**config.mk**
```make
export PLATFORM = sky130hd
export DESIGN_NAME = io_host_bridge
export DESIGN_NICKNAME = d
export VERILOG_FILES = /design/src/rtl/confusedcore_pkg.sv /design/src/rtl/io_fifo.sv /design/src/rtl/io_host_bridge.sv
export SDC_FILE = /design/constraint.sdc
export NUM_CORES = 1
export LEC_CHECK = 0
export ABC_CLOCK_PERIOD_IN_PS = 3460
export CAP_MARGIN = 20
export CORE_AREA = 5 5 131 120
export CTS_CLUSTER_DIAMETER = 60
export DETAILED_ROUTE_END_ITERATION = 10
export DIE_AREA = 0 0 136 125
export GPL_ROUTABILITY_DRIVEN = 0
export SETUP_SLACK_MARGIN = 0.02
export SLEW_MARGIN = 20
export SYNTH_ARGS = -nofsm -noshare
export SYNTH_HDL_FRONTEND = slang
export SYNTH_SLANG_ARGS = --single-unit
```
**constraint.sdc**
```tcl
create_clock -name clk -period 3.46 [get_ports clk]
set_clock_uncertainty 0.15 [all_clocks]
set_input_delay 0.519 -clock clk [delete_from_list [all_inputs] [get_ports clk]]
set_output_delay 0.519 -clock clk [all_outputs]
set_load 0.01 [all_outputs]
```
**src/rtl/confusedcore_pkg.sv**
```systemverilog
// Shared types and constants for the core's off-chip I/O bridge.
package confusedcore_pkg;

    localparam int DATA_W_DEFAULT = 16;
    localparam int ROM_WORDS      = 256;
    localparam int FLASH_CNT_W    = 9;

    typedef enum logic [2:0] {
        ST_IDLE,
        ST_SERVE,
        ST_HOLD,
        ST_FLASH,
        ST_FLASH_HOLD,
        ST_FLASH_DONE
    } bridge_state_t;

    // An 8-bit length of zero encodes a full ROM image.
    function automatic logic [FLASH_CNT_W-1:0] flash_words(input logic [7:0] len);
        return (len == 8'd0) ? FLASH_CNT_W'(ROM_WORDS) : {1'b0, len};
    endfunction

endpackage

```
**src/rtl/io_fifo.sv**
```systemverilog
// Show-ahead synchronous FIFO; the head word is visible whenever not empty.
module io_fifo
    import confusedcore_pkg::*;
#(
    parameter int DATA_W     = DATA_W_DEFAULT,
    parameter int FIFO_DEPTH = 4
) (
    input  logic              clk,
    input  logic              reset,
    input  logic              i_push,
    input  logic [DATA_W-1:0] i_wdata,
    input  logic              i_pop,
    output logic [DATA_W-1:0] o_rdata,
    output logic              o_full,
    output logic              o_empty
);

    localparam int AW = $clog2(FIFO_DEPTH);

    logic [DATA_W-1:0] r_mem [FIFO_DEPTH];
    logic [AW:0]       r_wptr;
    logic [AW:0]       r_rptr;
    logic              w_wr;
    logic              w_rd;

    // Extra pointer MSB distinguishes full from empty when the indices match.
    assign o_empty = (r_wptr == r_rptr);
    assign o_full  = (r_wptr[AW] != r_rptr[AW]) && (r_wptr[AW-1:0] == r_rptr[AW-1:0]);
    assign o_rdata = r_mem[r_rptr[AW-1:0]];
    assign w_wr    = i_push && !o_full;
    assign w_rd    = i_pop && !o_empty;

    always_ff @(posedge clk) begin
        if (!reset) begin
            r_wptr <= '0;
            r_rptr <= '0;
        end else begin
            if (w_wr) r_wptr <= r_wptr + 1'b1;
            if (w_rd) r_rptr <= r_rptr + 1'b1;
        end
    end

    always_ff @(posedge clk) begin
        if (w_wr) r_mem[r_wptr[AW-1:0]] <= i_wdata;
    end

endmodule

```
**src/rtl/io_host_bridge.sv**
```systemverilog
// Host-side partner of the core's parallel port: serves input words from a
// host FIFO, sequences ROM flashing, and captures core output words.
module io_host_bridge
    import confusedcore_pkg::*;
#(
    parameter int DATA_W     = DATA_W_DEFAULT,
    parameter int FIFO_DEPTH = 4
) (
    input  logic              clk,
    input  logic              reset,
    input  logic [DATA_W-1:0] hostInData,
    input  logic              hostInValid,
    output logic              hostInReady,
    input  logic              flashReq,
    input  logic [7:0]        flashLen,
    output logic              flashBusy,
    input  logic              inputWaiting,
    output logic              inputReady,
    output logic [DATA_W-1:0] parallelIn,
    output logic              flashEnable,
    input  logic [DATA_W-1:0] parallelOut,
    input  logic              outStrobe,
    output logic [DATA_W-1:0] hostOutData,
    output logic              hostOutValid,
    input  logic              hostOutReady,
    output logic              outOverflow
);

    logic                   w_full;
    logic                   w_empty;
    logic                   w_push;
    logic                   w_pop;
    logic                   w_serve;
    logic [DATA_W-1:0]      w_head;

    bridge_state_t          r_state;
    logic [FLASH_CNT_W-1:0] r_remaining;
    logic                   r_inputReady;
    logic [DATA_W-1:0]      r_parallelIn;
    logic                   r_flashEnable;
    logic                   r_flashBusy;
    logic [DATA_W-1:0]      r_hostOutData;
    logic                   r_hostOutValid;
    logic                   r_outOverflow;

    // Held low during reset so every output reads zero while reset is applied.
    assign hostInReady = reset && !w_full;
    assign w_push      = hostInValid && hostInReady;
    assign w_serve     = inputWaiting && !w_empty;

    // The word is popped on the edge that registers it into parallelIn.
    assign w_pop = w_serve && (((r_state == ST_IDLE) && !flashReq) || (r_state == ST_FLASH));

    io_fifo #(
        .DATA_W     (DATA_W),
        .FIFO_DEPTH (FIFO_DEPTH)
    ) u_fifo (
        .clk     (clk),
        .reset   (reset),
        .i_push  (w_push),
        .i_wdata (hostInData),
        .i_pop   (w_pop),
        .o_rdata (w_head),
        .o_full  (w_full),
        .o_empty (w_empty)
    );

    always_ff @(posedge clk) begin
        if (!reset) begin
            r_state       <= ST_IDLE;
            r_remaining   <= '0;
            r_inputReady  <= 1'b0;
            r_parallelIn  <= '0;
            r_flashEnable <= 1'b0;
            r_flashBusy   <= 1'b0;
        end else begin
            r_inputReady <= 1'b0;
            unique case (r_state)
                ST_IDLE: begin
                    if (flashReq) begin
                        r_remaining   <= flash_words(flashLen);
                        r_flashEnable <= 1'b1;
                        r_flashBusy   <= 1'b1;
                        r_state       <= ST_FLASH;
                    end else if (w_serve) begin
                        r_parallelIn <= w_head;
                        r_inputReady <= 1'b1;
                        r_state      <= ST_SERVE;
                    end
                end
                ST_SERVE: r_state <= ST_HOLD;
                // One word per request: wait for the core to drop its request.
                ST_HOLD: if (!inputWaiting) r_state <= ST_IDLE;
                ST_FLASH: begin
                    if (w_serve) begin
                        r_parallelIn <= w_head;
                        r_inputReady <= 1'b1;
                        if (r_remaining != '0) r_remaining <= r_remaining - 1'b1;
                        r_state <= ST_FLASH_HOLD;
                    end
                end
                ST_FLASH_HOLD: begin
                    if (!inputWaiting)
                        r_state <= (r_remaining == '0) ? ST_FLASH_DONE : ST_FLASH;
                end
                ST_FLASH_DONE: begin
                    r_flashEnable <= 1'b0;
                    r_flashBusy   <= 1'b0;
                    r_state       <= ST_IDLE;
                end
                default: r_state <= ST_IDLE;
            endcase
        end
    end

    // Single output holding register; a strobe that cannot land is dropped.
    always_ff @(posedge clk) begin
        if (!reset) begin
            r_hostOutData  <= '0;
            r_hostOutValid <= 1'b0;
            r_outOverflow  <= 1'b0;
        end else if (outStrobe) begin
            if (!r_hostOutValid || hostOutReady) begin
                r_hostOutData  <= parallelOut;
                r_hostOutValid <= 1'b1;
            end else begin
                r_outOverflow <= 1'b1;
            end
        end else if (r_hostOutValid && hostOutReady) begin
            r_hostOutValid <= 1'b0;
        end
    end

    assign inputReady   = r_inputReady;
    assign parallelIn   = r_parallelIn;
    assign flashEnable  = r_flashEnable;
    assign flashBusy    = r_flashBusy;
    assign hostOutData  = r_hostOutData;
    assign hostOutValid = r_hostOutValid;
    assign outOverflow  = r_outOverflow;

endmodule

```
# After elaboration in Yosys (flattened, before gate mapping)
# Memories as Yosys holds them, arrays and structs flattened. A register that Yosys moved wholly into a read port is not among the register bits.
# Index checks and enable logic that the tools add are counted.
# W data, S select, Z words.
classes:
  add_sub_neg: 3
  mul: 0
  div_mod_pow: 0
  order_cmp: 0
  eq_ne: 16
  n_shift: 0
  mux: 27
  n_bitwise: 1
  reduce_logical: 29
op_table:
  columns: ["op", "count"]
  rows:
  - ["$mux W9", 4]
  - ["$mux W16", 2]
  - ["$pmux W16 S2", 1]
  - ["$mux W3", 6]
  - ["$pmux W9 S2", 1]
  - ["$pmux W3 S5", 1]
  - ["$ne A2 B2 Y1 const B", 5]
  - ["$reduce_and A2 Y1", 5]
  - ["$logic_and A1 B1 Y1", 9]
  - ["$logic_not A9 Y1", 1]
  - ["$reduce_bool A9 Y1", 1]
  - ["$sub A9 B1 Y9 const B", 1]
  - ["$logic_not A8 Y1", 1]
  - ["$mux W1", 8]
  - ["$reduce_and A4 Y1", 2]
  - ["$add A3 B1 Y3 const B", 2]
  - ["$eq A3 B2 Y1 const B", 2]
  - ["$eq A3 B3 Y1 const B", 2]
  - ["$reduce_bool A2 Y1", 3]
  - ["$logic_not A1 Y1", 4]
  - ["$mux W2", 2]
  - ["$ne A2 B1 Y1 const B", 2]
  - ["$pmux W1 S2", 2]
  - ["$eq A3 B1 Y1 const B", 1]
  - ["7 further kinds", 8]
word_totals:
  register_bits: 54
  latchBits: 0
  ram_bits: 64
  rom_bits: 0
  input_bits: 47
  output_inout_bits: 38
  word_cells: 87
  memories: 1
memory_table:
  columns: ["name", "words", "word_bits", "read_ports", "rd_ports_with_merged_regs", "wr", "line_no", "rtl"]
  rows:
  - ["u_fifo.r_mem", 4, 16, 1, 1, 1, "io_fifo.sv:20", "logic [DATA_W-1:0] r_mem [FIFO_DEPTH];"]

# Logic depth before layout (Yosys ltp)
# Gate-level depths: netlist of run 1.
logic_depth:
  depth_word: 8
  depth_mapped: 9
  mapped_depth_nobuf: 8

# Modules after synthesis
# A second synthesis of run 1 with hierarchy kept.
hier_totals:
  cells_unflattened: 408
  area_unflattened_um2: 4974.8
by_module_without_submodules:
  columns: ["mod", "n_inst", "cells_each", "area_each_um2", "seq_area_each_um2"]
  rows:
  - ["io_fifo", 1, 152, 2877.8, 2082.0]
  - ["io_host_bridge", 1, 256, 2097.0, 960.9]

# Least setup slack after synthesis of run 1
# Ideal clock, no wire load.
synth_timing:
  path_type: "register -> register"
  start: "register r_remaining[0]"
  end: "register r_remaining[0]"
  setup_ns: 0.115
  arrival_ns: 1.949
  t_required_ns: 3.195
  path_slack_ns: 1.247
  path_stages_with_launch: 10
  n_path_buf: 1
  synth_period_minus_slack_ns: 2.213
  path_cell_list: "dfxtp_1 > inv_1 > ha_1 > or4b_4 > nor4b_4 > nor2_2 > a21oi_2 > buf_6 > nor2_1 > o21a_1"
synth_via:
  elab_chain_cells: 4
  word_cells_on_any_way: 7
  cone_classes: "add/sub: 1; eq/ne: 1; mux: 3; reduce/logical: 2"
synth_rtl:
  columns: ["element", "line_no", "rtl"]
  rows:
  - ["from (decl)", "io_host_bridge.sv:37", "logic [FLASH_CNT_W-1:0] r_remaining;"]
  - ["from (signal assigned)", "io_host_bridge.sv:81", "r_remaining <= flash_words(flashLen);"]
  - ["from (signal assigned)", "io_host_bridge.sv:98", "if (r_remaining != '0) r_remaining <= r_remaining - 1'b1;"]
  - ["$sub A9 B1 Y9", "io_host_bridge.sv:98", null]
  - ["$mux W9", "io_host_bridge.sv:98", null]
  - ["$mux W9", "io_host_bridge.sv:95", "if (w_serve) begin"]
  - ["$pmux W9 S2", "io_host_bridge.sv:78", "unique case (r_state)"]
# Several ways; a longest one is shown, not always the timed one. The select of a mux whose other input is x is not followed.
# A chain may end at the register's enable or synchronous reset.

# Worst setup path after layout of run 1
layout_timing:
  start: "register u_fifo.r_wptr[0]"
  end: "output port hostInReady"
layout_via:
  elab_chain_cells: 4
layout_rtl:
  columns: ["element", "line_no", "rtl"]
  rows:
  - ["from (decl)", "io_fifo.sv:21", "logic [AW:0] r_wptr;"]
  - ["from (signal assigned)", "io_fifo.sv:38", "if (w_wr) r_wptr <= r_wptr + 1'b1;"]
  - ["$eq A2 B2 Y1", "io_fifo.sv:28", "assign o_full = (r_wptr[AW] != r_rptr[AW]) && (r_wptr[AW-1:0] == r_rptr[AW-1:0]);"]
  - ["$logic_and A1 B1 Y1", "io_fifo.sv:28", null]
  - ["$logic_not A1 Y1", "io_host_bridge.sv:47", "assign hostInReady = reset && !w_full;"]
  - ["$logic_and A1 B1 Y1", "io_host_bridge.sv:47", null]
  - ["to (decl)", "io_host_bridge.sv:13", "output logic hostInReady,"]
# Every way passes these cells.

==> results.toml, run 1 <==
[setup_path]
rr_worst_depth = 8
path_max_fanout = 6
cp_data_required_time_ns = 2.79
endpoint = "hostInReady"
cp-start-kind = "flop"
startpoint = "u_fifo.r_wptr[0]$_SDFFE_PN0P_"
r2r_slack_ns = 0.84
crit_type = "reg -> out"
regToRegEndpoint = "r_remaining[0]$_SDFFE_PN0P_"
crit-reg2reg-launch = "r_remaining[0]$_SDFFE_PN0P_"
endpoint_kind = "primary output"
cp.arrival_ns = 2.19

[power]
intPower_mw = 2.96
swShare = 0.261
total_power_mw = 4.00
p_per_area_nw_per_um2 = 617
leakagePower_nw = 2.27
clkPwrFrac = 0.430
p_switching_mw = 1.04
vdd_drop_max_mv = 0.496
comb_power_share = 0.158
power_frac_seq = 0.413

[clock_tree]
cts_resized = 0
cts_buffers = 17
cts_sinks = 120
cts-hold-fix-buffers = 0
clock_latency_ns = 0.41
clk_pin_slew_worst_paths_ns = 0.06
cts_setup_buffers = 0
cts_htree_levels = 4
root_buffer = "clkbuf_16"
clockBufferDepth = 2
cts_tree = "yes"

[synth]
synth_area_per_cell_um2 = 12.3
yosys_register_bits = 120
synth_edf_count = 64
synth_async_sr_flop_share = 0
synth_area_um2 = 4850
synthesis.nets = 446
ys_warn_count = 0
ys_seq_area_frac = 0.627
yosysUniqueCellTypes = 48
netlist_instances = 393
synth_flop_cell = "edfxtp_1"

[cells_and_area]
fin_cells = 693
most-common-layout-cells = "83 x clkdlybuf4s50_1, 80 x nand2_1, 64 x edfxtp_1"
nets = 535
antenna_cells = 0
syn2layout_area_growth_pct = 33.7
layout-drive-gt1-share = 0.127
utilization = 0.452
layout_commonest_cell = "clkdlybuf4s50_1"
fill_cells = 1336

[sta]
setup_slack_ns = 0.598
fin_setup_tns_ns = 0
report.final.slew_viol_count = 0
hold_violations = 0
max_clock_freq_mhz = 349
finalSetupViolCount = 0
period_share = 0.827
tightest_slew_ns = 0.872
slew_headroom = 0.418
rsz0062_at_grt = "no"
period_minus_slack_ns = 2.86

[placement]
dpl_worst_slack_ns = 0.526
io_buffers = 84
hpwl_um = 6960
place_inst = 661

[grt]
grt_pass1_wl_um = 17200
grt_max_degree = 58
grt_pass1_vias = 3345
grt_use_total = 0.130
grt-ovfl-total = 0
grt_antenna_before_repair = 0

[routing]
routedWlPerCell_um = 15.3
vias = 3277
dr.pass1.iters = 4
antenna_left = 0
wl_um = 10600
via_per_inst = 4.73
drt_iter0_drc = 127
drc_errors = 0

[run]
cap_violations = 0

[outcome]
status = "finished, final reports clean"

[floorplanning]
die_h_um = 125
fp.coreArea_um2 = 14300
ioPinCount = 85
rows = 42
initial_core_util = 0.338
dieArea_um2 = 17000
die_x_um = 136

[min_path]
hp-class = "reg -> reg"
-- kinds of logic (layout without fill, tap and decap cells) --
kind of cell,after synthesis,count (layout),synth area share
AO/OA/AOI/OAI,80,80,0.116
XOR/XNOR,7,7,0.0126
adder cells (fa/ha/maj),6,6,0.0155
buffers and inverters,30,132,0.0266
flip-flops,120,120,0.627
multiplexers,16,16,0.0743
AND/OR/NAND/NOR,134,134,0.128
-- routing by layer --
metal,GRT usage,vias to the layer above,wire length [µm]
met5,0,-,0
met4,0.0575,0,143
met3,0.0398,13,659
met2,0.206,87,4960
met1,0.164,1581,4860
li1,-,1596,-
-- cells in the mapped netlist (all sizes together) (3+ instances only) --
cell / count / area [µm²]
nand2: 80 / 300
edfxtp: 64 / 1920
dfxtp: 56 / 1120
a21boi: 39 / 293
mux4: 16 / 360
nor2: 16 / 62.6
clkbuf: 15 / 56.3
o21ai: 12 / 60.1
a21oi: 11 / 58.8
inv: 8 / 30.0
buf: 7 / 42.5
nor2b: 7 / 43.8
and2: 6 / 37.5
ha: 6 / 75.1
and3: 5 / 31.3
nor3: 5 / 25.0
xor2: 5 / 43.8
nand3: 3 / 15.0
or3: 3 / 18.8
-- worst min path at each step --
stage	start	to	slack, ns	cells after the start
2_1_floorplan	r_remaining[1]$_SDFFE_PN0P_	r_remaining[1]$_SDFFE_PN0P_	0.29	2
3_3_place_gp	parallelIn[3]$_SDFFE_PN0P_	parallelIn[3]$_SDFFE_PN0P_	0.29	2
6_report	hostOutData[12]$_SDFFE_PN0P_	hostOutData[12]$_SDFFE_PN0P_	0.30	2
4_1_cts	hostOutData[12]$_SDFFE_PN0P_	hostOutData[12]$_SDFFE_PN0P_	0.30	2
5_1_grt	hostOutData[12]$_SDFFE_PN0P_	hostOutData[12]$_SDFFE_PN0P_	0.32	2
3_5_place_dp	hostOutData[12]$_SDFFE_PN0P_	hostOutData[12]$_SDFFE_PN0P_	0.30	2
-- sequential cells by signal, indices dropped and copies added (netlist names), 3 cells and up, named ones only --
register       cells
parallelIn        16
hostOutData       16
u_fifo.r_mem      64
u_fifo.r_wptr      3
u_fifo.r_rptr      3
r_remaining        9
r_state            3
-- final cells by class --
| cell class | instances | area, µm² | share of cell area |
|---|---|---|---|
| repair buffers | 92 | 896 | 0.138 |
| inverters | 8 | 30.0 | 0.00463 |
| multi-input cells | 243 | 1690 | 0.260 |
| flip-flops and latches | 120 | 3040 | 0.469 |
| clock inverters | 14 | 148 | 0.0228 |
| clock buffers | 18 | 439 | 0.0677 |
| well taps | 198 | 248 | 0.0382 |
-- per-stage QoR --
| step | hold slack [ns] | cell area [µm²] |
|---|---|---|
| after floorplan | 0.294 | 4850 |
| after global placement | 0.293 | 5900 |
| after detailed placement | 0.296 | 5900 |
| after CTS | 0.304 | 6490 |
| after global routing | 0.321 | 6490 |
| final | 0.302 | 6490 |
-- worst max-delay path: stages, from the launching register on --
cell and delay [ns]:
dfxtp_1 0.45, xor2_1 0.28, nor2_1 0.06, a21boi_1 0.37
clkdlybuf4s50_1 0.62
-- power groups by stage --
stage | Combinational [mW] | Sequential (mW) | Clock, mW
2_1_floorplan | 0.416 | 1.67 | 0
3_3_place_gp | 0.625 | 1.68 | 0
3_5_place_dp | 0.637 | 1.68 | 0
4_1_cts | 0.639 | 1.65 | 1.77
5_1_grt | 0.705 | 1.67 | 1.83
6_report | 0.631 | 1.65 | 1.72
No activity file was read; power rests on OpenSTA's default activity.
==> run 2: changes to the inputs <==
ABC_CLOCK_PERIOD_IN_PS = 2700   (was 3460)
clock period = 2.7 ns   (was 3.46 ns; I/O delays follow)
==> run 2 against run 1 <==
Sequential cell count stayed put. Die area stayed put. Clock power is 23% higher. Final cell count is 0.87% higher. Critical path depth stayed put. First-iteration DRC count is 30% higher. Hold slack better by 0.00064 ns. Utilization is 0.54 points higher. Clock-buffer cell count is 3 higher. Cell area is 1.2% higher. Setup slack worse by 0.40 ns. Critical endpoint unchanged. Largest power group is now registers.
==> results.toml, run 2 (synthesis results as in run 1) <==
[cells_and_area]
layout-drive-gt1-share = 0.136
most-common-layout-cells = "83 x clkdlybuf4s50_1, 80 x nand2_1, 64 x edfxtp_1"
largest_reg_flops = 64
syn2layout_area_growth_pct = 35.3
antenna_cells = 0
fin_cells = 699
layout_commonest_cell = "clkdlybuf4s50_1"
nets = 541

[grt]
grtUsageMet2 = 0.218
grt-busiest-layer = "met2"
grt_max_degree = 58
use_met3 = 0.0518
grt_pass1_vias = 3440
grt-ovfl-total = 0
grt_antenna_before_repair = 0
grt_use_total = 0.131
grtUsageMet1 = 0.159
grt_pass1_wl_um = 17300

[min_path]
holdPathEnd = "parallelIn[15]$_SDFFE_PN0P_"
holdPathStages = 2
hp-start = "parallelIn[15]$_SDFFE_PN0P_"
hp-class = "reg -> reg"

[clock_tree]
cts_buffers = 17
root_buffer = "clkbuf_16"
cts_resized = 0
clk_pin_slew_worst_paths_ns = 0.06
cts_tree = "yes"
cts_htree_levels = 4
clockBufferDepth = 2
cts_setup_buffers = 0
cts-hold-fix-buffers = 0
clock_latency_ns = 0.40
cts_sinks = 120

[sta]
hold_violations = 0
max_clock_freq_mhz = 400
rsz0062_at_grt = "no"
slew_headroom = 0.616
fin_setup_tns_ns = 0
period_share = 0.927
finalSetupViolCount = 0
period_minus_slack_ns = 2.50
tightest_slew_ns = 0.576
report.final.slew_viol_count = 0

[floorplanning]
ioPinCount = 85
die_x_um = 136
dieArea_um2 = 17000
fp.coreArea_um2 = 14300
initial_core_util = 0.338
die_h_um = 125
rows = 42

[setup_path]
slowest_stage = "clkdlybuf4s50_1"
regToRegEndpoint = "r_remaining[0]$_SDFFE_PN0P_"
rr_worst_depth = 9
cp.arrival_ns = 1.95
crit_type = "reg -> out"
endpoint_kind = "primary output"
crit-reg2reg-launch = "r_remaining[0]$_SDFFE_PN0P_"
cp-start-kind = "flop"
critical-path-top-delay-family = "buffers and inverters"
path_max_fanout = 5
cp_data_required_time_ns = 2.14
max_stage_delay_ns = 0.57
r2r_slack_ns = 0.29
critPathBufInv = 1
worstPathCellList = "xor2_1, nor2_1, a21boi_1, clkdlybuf4s50_1"

[power]
intPower_mw = 3.78
leakagePower_nw = 2.29
swShare = 0.260
clkPwrFrac = 0.416
p_switching_mw = 1.33
power_frac_seq = 0.415
comb_power_share = 0.169
vdd_drop_max_mv = 0.745
p_per_area_nw_per_um2 = 778

[placement]
hpwl_um = 7050
io_buffers = 84
place_inst = 667

[routing]
via_per_inst = 4.75
routedWlPerCell_um = 15.5
drt_iter0_drc = 165
drc_errors = 0
wl_um = 10800
dr.pass1.iters = 4
vias = 3323
antenna_left = 0

[run]
cap_violations = 0

[outcome]
status = "finished, final reports clean"
[run 2: how the worst max path moves through the flow]
stage | slack [ns] | end | cells after the start | from
after floorplan | 0.49 | r_remaining[0]$_SDFFE_PN0P_ | 9 | r_remaining[0]$_SDFFE_PN0P_
after global placement | 0.22 | r_remaining[4]$_SDFFE_PN0P_ | 7 | flashReq
after detailed placement | 0.17 | r_remaining[0]$_SDFFE_PN0P_ | 8 | inputWaiting
after CTS | 0.13 | hostInReady | 4 | u_fifo.r_wptr[0]$_SDFFE_PN0P_
after global routing | 0.04 | hostInReady | 4 | u_fifo.r_wptr[0]$_SDFFE_PN0P_
final | 0.20 | hostInReady | 4 | u_fifo.r_wptr[0]$_SDFFE_PN0P_
[run 2: layout make-up]
class / instances / area, µm²
tap: 198 / 248
timing repair buffer: 98 / 991
clock buffer: 21 / 470
fill: 1314 / 7780
inverter: 8 / 30.0
multi-input combinational: 243 / 1690
clock inverter: 11 / 98.8
sequential: 120 / 3040
[run 2: power by group through the flow]
stage	clock [mW]	combinational [mW]	sequential [mW]
floorplan	0	0.534	2.15
global placement	0	0.841	2.15
detailed placement	0	0.863	2.16
CTS	2.18	0.869	2.12
global route	2.26	0.949	2.14
finish	2.12	0.862	2.12
[run 2: metal layers]
metal / vias up / share of wire
li1: 1612 / -
met1: 1616 / 0.45
met2: 84 / 0.48
met3: 11 / 0.062
met4: 0 / 0.0094
met5: - / 0
[run 2: stage by stage]
stage	cell area, µm²	power, mW	hold WS, ns	util	setup WS, ns
5_1_grt	6570	5.34	0.330	0.458	0.0381
2_1_floorplan	4850	2.68	0.294	-	0.487
4_1_cts	6570	5.17	0.307	0.458	0.133
3_5_place_dp	6000	3.02	0.298	0.418	0.168
3_3_place_gp	6000	2.99	0.293	0.418	0.223
6_report	6570	5.11	0.303	0.458	0.198
[run 2: worst min-delay path, cell delays in order, from the launching register on]
cell and delay [ns]:
dfxtp_1 0.31, nand2_1 0.05, a21boi_1 0.05
==> run 3: changes to the inputs <==
CORE_AREA = 5 5 116 107   (was 5 5 131 120)
DIE_AREA = 0 0 121 112   (was 0 0 136 125)
PLACE_DENSITY = 0.68   (was unset)
RECOVER_POWER = 50   (was unset)
==> run 3 against run 2 <==
Clock power is 8% higher. Critical path depth did not move. Highest routed layer unchanged. Routed wire length shrank 3.4%. Sequential share of layout area grew 0.20 points. Setup slack worse by 0.041 ns. Non-clock buffer count rose by 1. Global-route usage increased by 3.2 points.
==> results.toml, run 3 (synthesis results as in run 1) <==
[outcome]
status = "finished, final reports clean"

[power]
leakagePower_nw = 2.44
vdd_drop_max_mv = 0.630
p_per_area_nw_per_um2 = 798

[sta]
tightest_slew_ns = 1.02
hold_violations = 0
finalSetupViolCount = 0
slew_headroom = 0.321
max_clock_freq_mhz = 393
whs_ns = 0.297
fin_setup_tns_ns = 0
rsz0062_at_grt = "no"
period_minus_slack_ns = 2.54
report.final.slew_viol_count = 0
period_share = 0.942

[clock_tree]
clockBufferDepth = 2
cts_sinks = 120
cts_buffers = 17
root_buffer = "clkbuf_16"
cts_htree_levels = 4
cts_setup_buffers = 0
clock_latency_ns = 0.41
clk_pin_slew_worst_paths_ns = 0.05
cts_tree = "yes"

[cells_and_area]
fin_cells = 658
nets = 542
most-common-layout-cells = "80 x nand2_1, 64 x edfxtp_1, 56 x dfxtp_1"
layout-drive-gt1-share = 0.141
utilization = 0.586
layout_commonest_cell = "nand2_1"
antenna_cells = 0
largest_reg_flops = 64
fin_area_um2 = 6540
syn2layout_area_growth_pct = 34.7

[floorplanning]
ioPinCount = 85
initial_core_util = 0.435
die_h_um = 112
fp.coreArea_um2 = 11200
die_x_um = 121
rows = 37
dieArea_um2 = 13600

[grt]
grt_pass1_wl_um = 17000
grt_max_degree = 58
grt_pass1_vias = 3367
grt_use_total = 0.163
grt_antenna_before_repair = 0
grt-ovfl-total = 0

[routing]
drc_errors = 0
via_per_inst = 5.10
drt_iter0_drc = 273
wl_um = 10500
antenna_left = 0
dr.pass1.iters = 4
vias = 3359
routedWlPerCell_um = 15.9

[setup_path]
startpoint = "u_fifo.r_wptr[0]$_SDFFE_PN0P_"
path_max_fanout = 5
cp.arrival_ns = 1.99
endpoint_kind = "primary output"
endpoint = "hostInReady"
regToRegEndpoint = "r_remaining[2]$_SDFFE_PN0P_"
crit_type = "reg -> out"
r2r_slack_ns = 0.25
rr_worst_depth = 9
cp-start-kind = "flop"
crit-reg2reg-launch = "r_remaining[0]$_SDFFE_PN0P_"
cp_data_required_time_ns = 2.14

[placement]
io_buffers = 84
place_inst = 626
placed_area_um2 = 5910
hpwl_um = 6890

[min_path]
hp-class = "reg -> reg"

[run]
cap_violations = 0
==> run 3: changes by cell type in the layout (fill, tap and decap cells not counted), moves of 3 or more <==
| cell | delta |
|---|---|
| dlygate4sd3_1 | +54 |
| clkinvlp_4 | -5 |
| clkinv_4 | +4 |
| buf_12 | -3 |
| buf_4 | +4 |
| clkdlybuf4s50_1 | -54 |
==> run 3: worst max-delay path, stage by stage (launching register included) <==
cell	delay [ns]
dfxtp_1	0.48
xor2_2	0.22
nor2_1	0.06
a21boi_1	0.25
clkdlybuf4s50_1	0.59
==> run 3: layer usage <==
| layer | vias to the layer above | global-route usage | routed length, µm |
|---|---|---|---|
| li1 | 1614 | - | - |
| met1 | 1619 | 0.196 | 4460 |
| met2 | 117 | 0.268 | 5130 |
| met3 | 9 | 0.0569 | 761 |
| met4 | 0 | 0.0634 | 125 |
| met5 | - | 0 | 0 |
==> run 3: area by class of cell <==
cell class                 count  area [µm²]
multi-input combinational    243        1700
tap                          156         195
fill                         895        4620
timing repair buffer          99         961
inverter                       8        30.0
clock inverter                14         174
clock buffer                  18         439
sequential                   120        3040
==> run 3: per-stage QoR <==
step	setup WS, ns	power (mW)
2_1_floorplan	0.487	2.68
3_3_place_gp	0.147	2.96
3_5_place_dp	0.0240	2.99
4_1_cts	0.0501	5.30
5_1_grt	0.0365	5.46
6_report	0.157	5.22
==> run 3: what timing repair did <==
item	CTS	global route
gates resized for setup	0	2
hold buffers	0	0
setup endpoints to repair	0	1
==> run 3: worst min-delay path by stage <==
stage / startpoint / slack [ns] / end / depth (start not counted)
finish: parallelIn[15]$_SDFFE_PN0P_ / 0.30 / parallelIn[15]$_SDFFE_PN0P_ / 2
global route: parallelIn[4]$_SDFFE_PN0P_ / 0.32 / parallelIn[4]$_SDFFE_PN0P_ / 2
CTS: parallelIn[15]$_SDFFE_PN0P_ / 0.31 / parallelIn[15]$_SDFFE_PN0P_ / 2
detailed placement: parallelIn[15]$_SDFFE_PN0P_ / 0.30 / parallelIn[15]$_SDFFE_PN0P_ / 2
global placement: hostOutData[12]$_SDFFE_PN0P_ / 0.29 / hostOutData[12]$_SDFFE_PN0P_ / 2
floorplan: r_remaining[1]$_SDFFE_PN0P_ / 0.29 / r_remaining[1]$_SDFFE_PN0P_ / 2
==> run 3: report_power, final <==
part / total, mW / switching (mW) / internal [mW] / leakage (nW)
combinational: 0.814 / 0.442 / 0.372 / 1.10
sequential: 2.12 / 0.0840 / 2.03 / 1.04
clock: 2.29 / 0.805 / 1.48 / 0.301
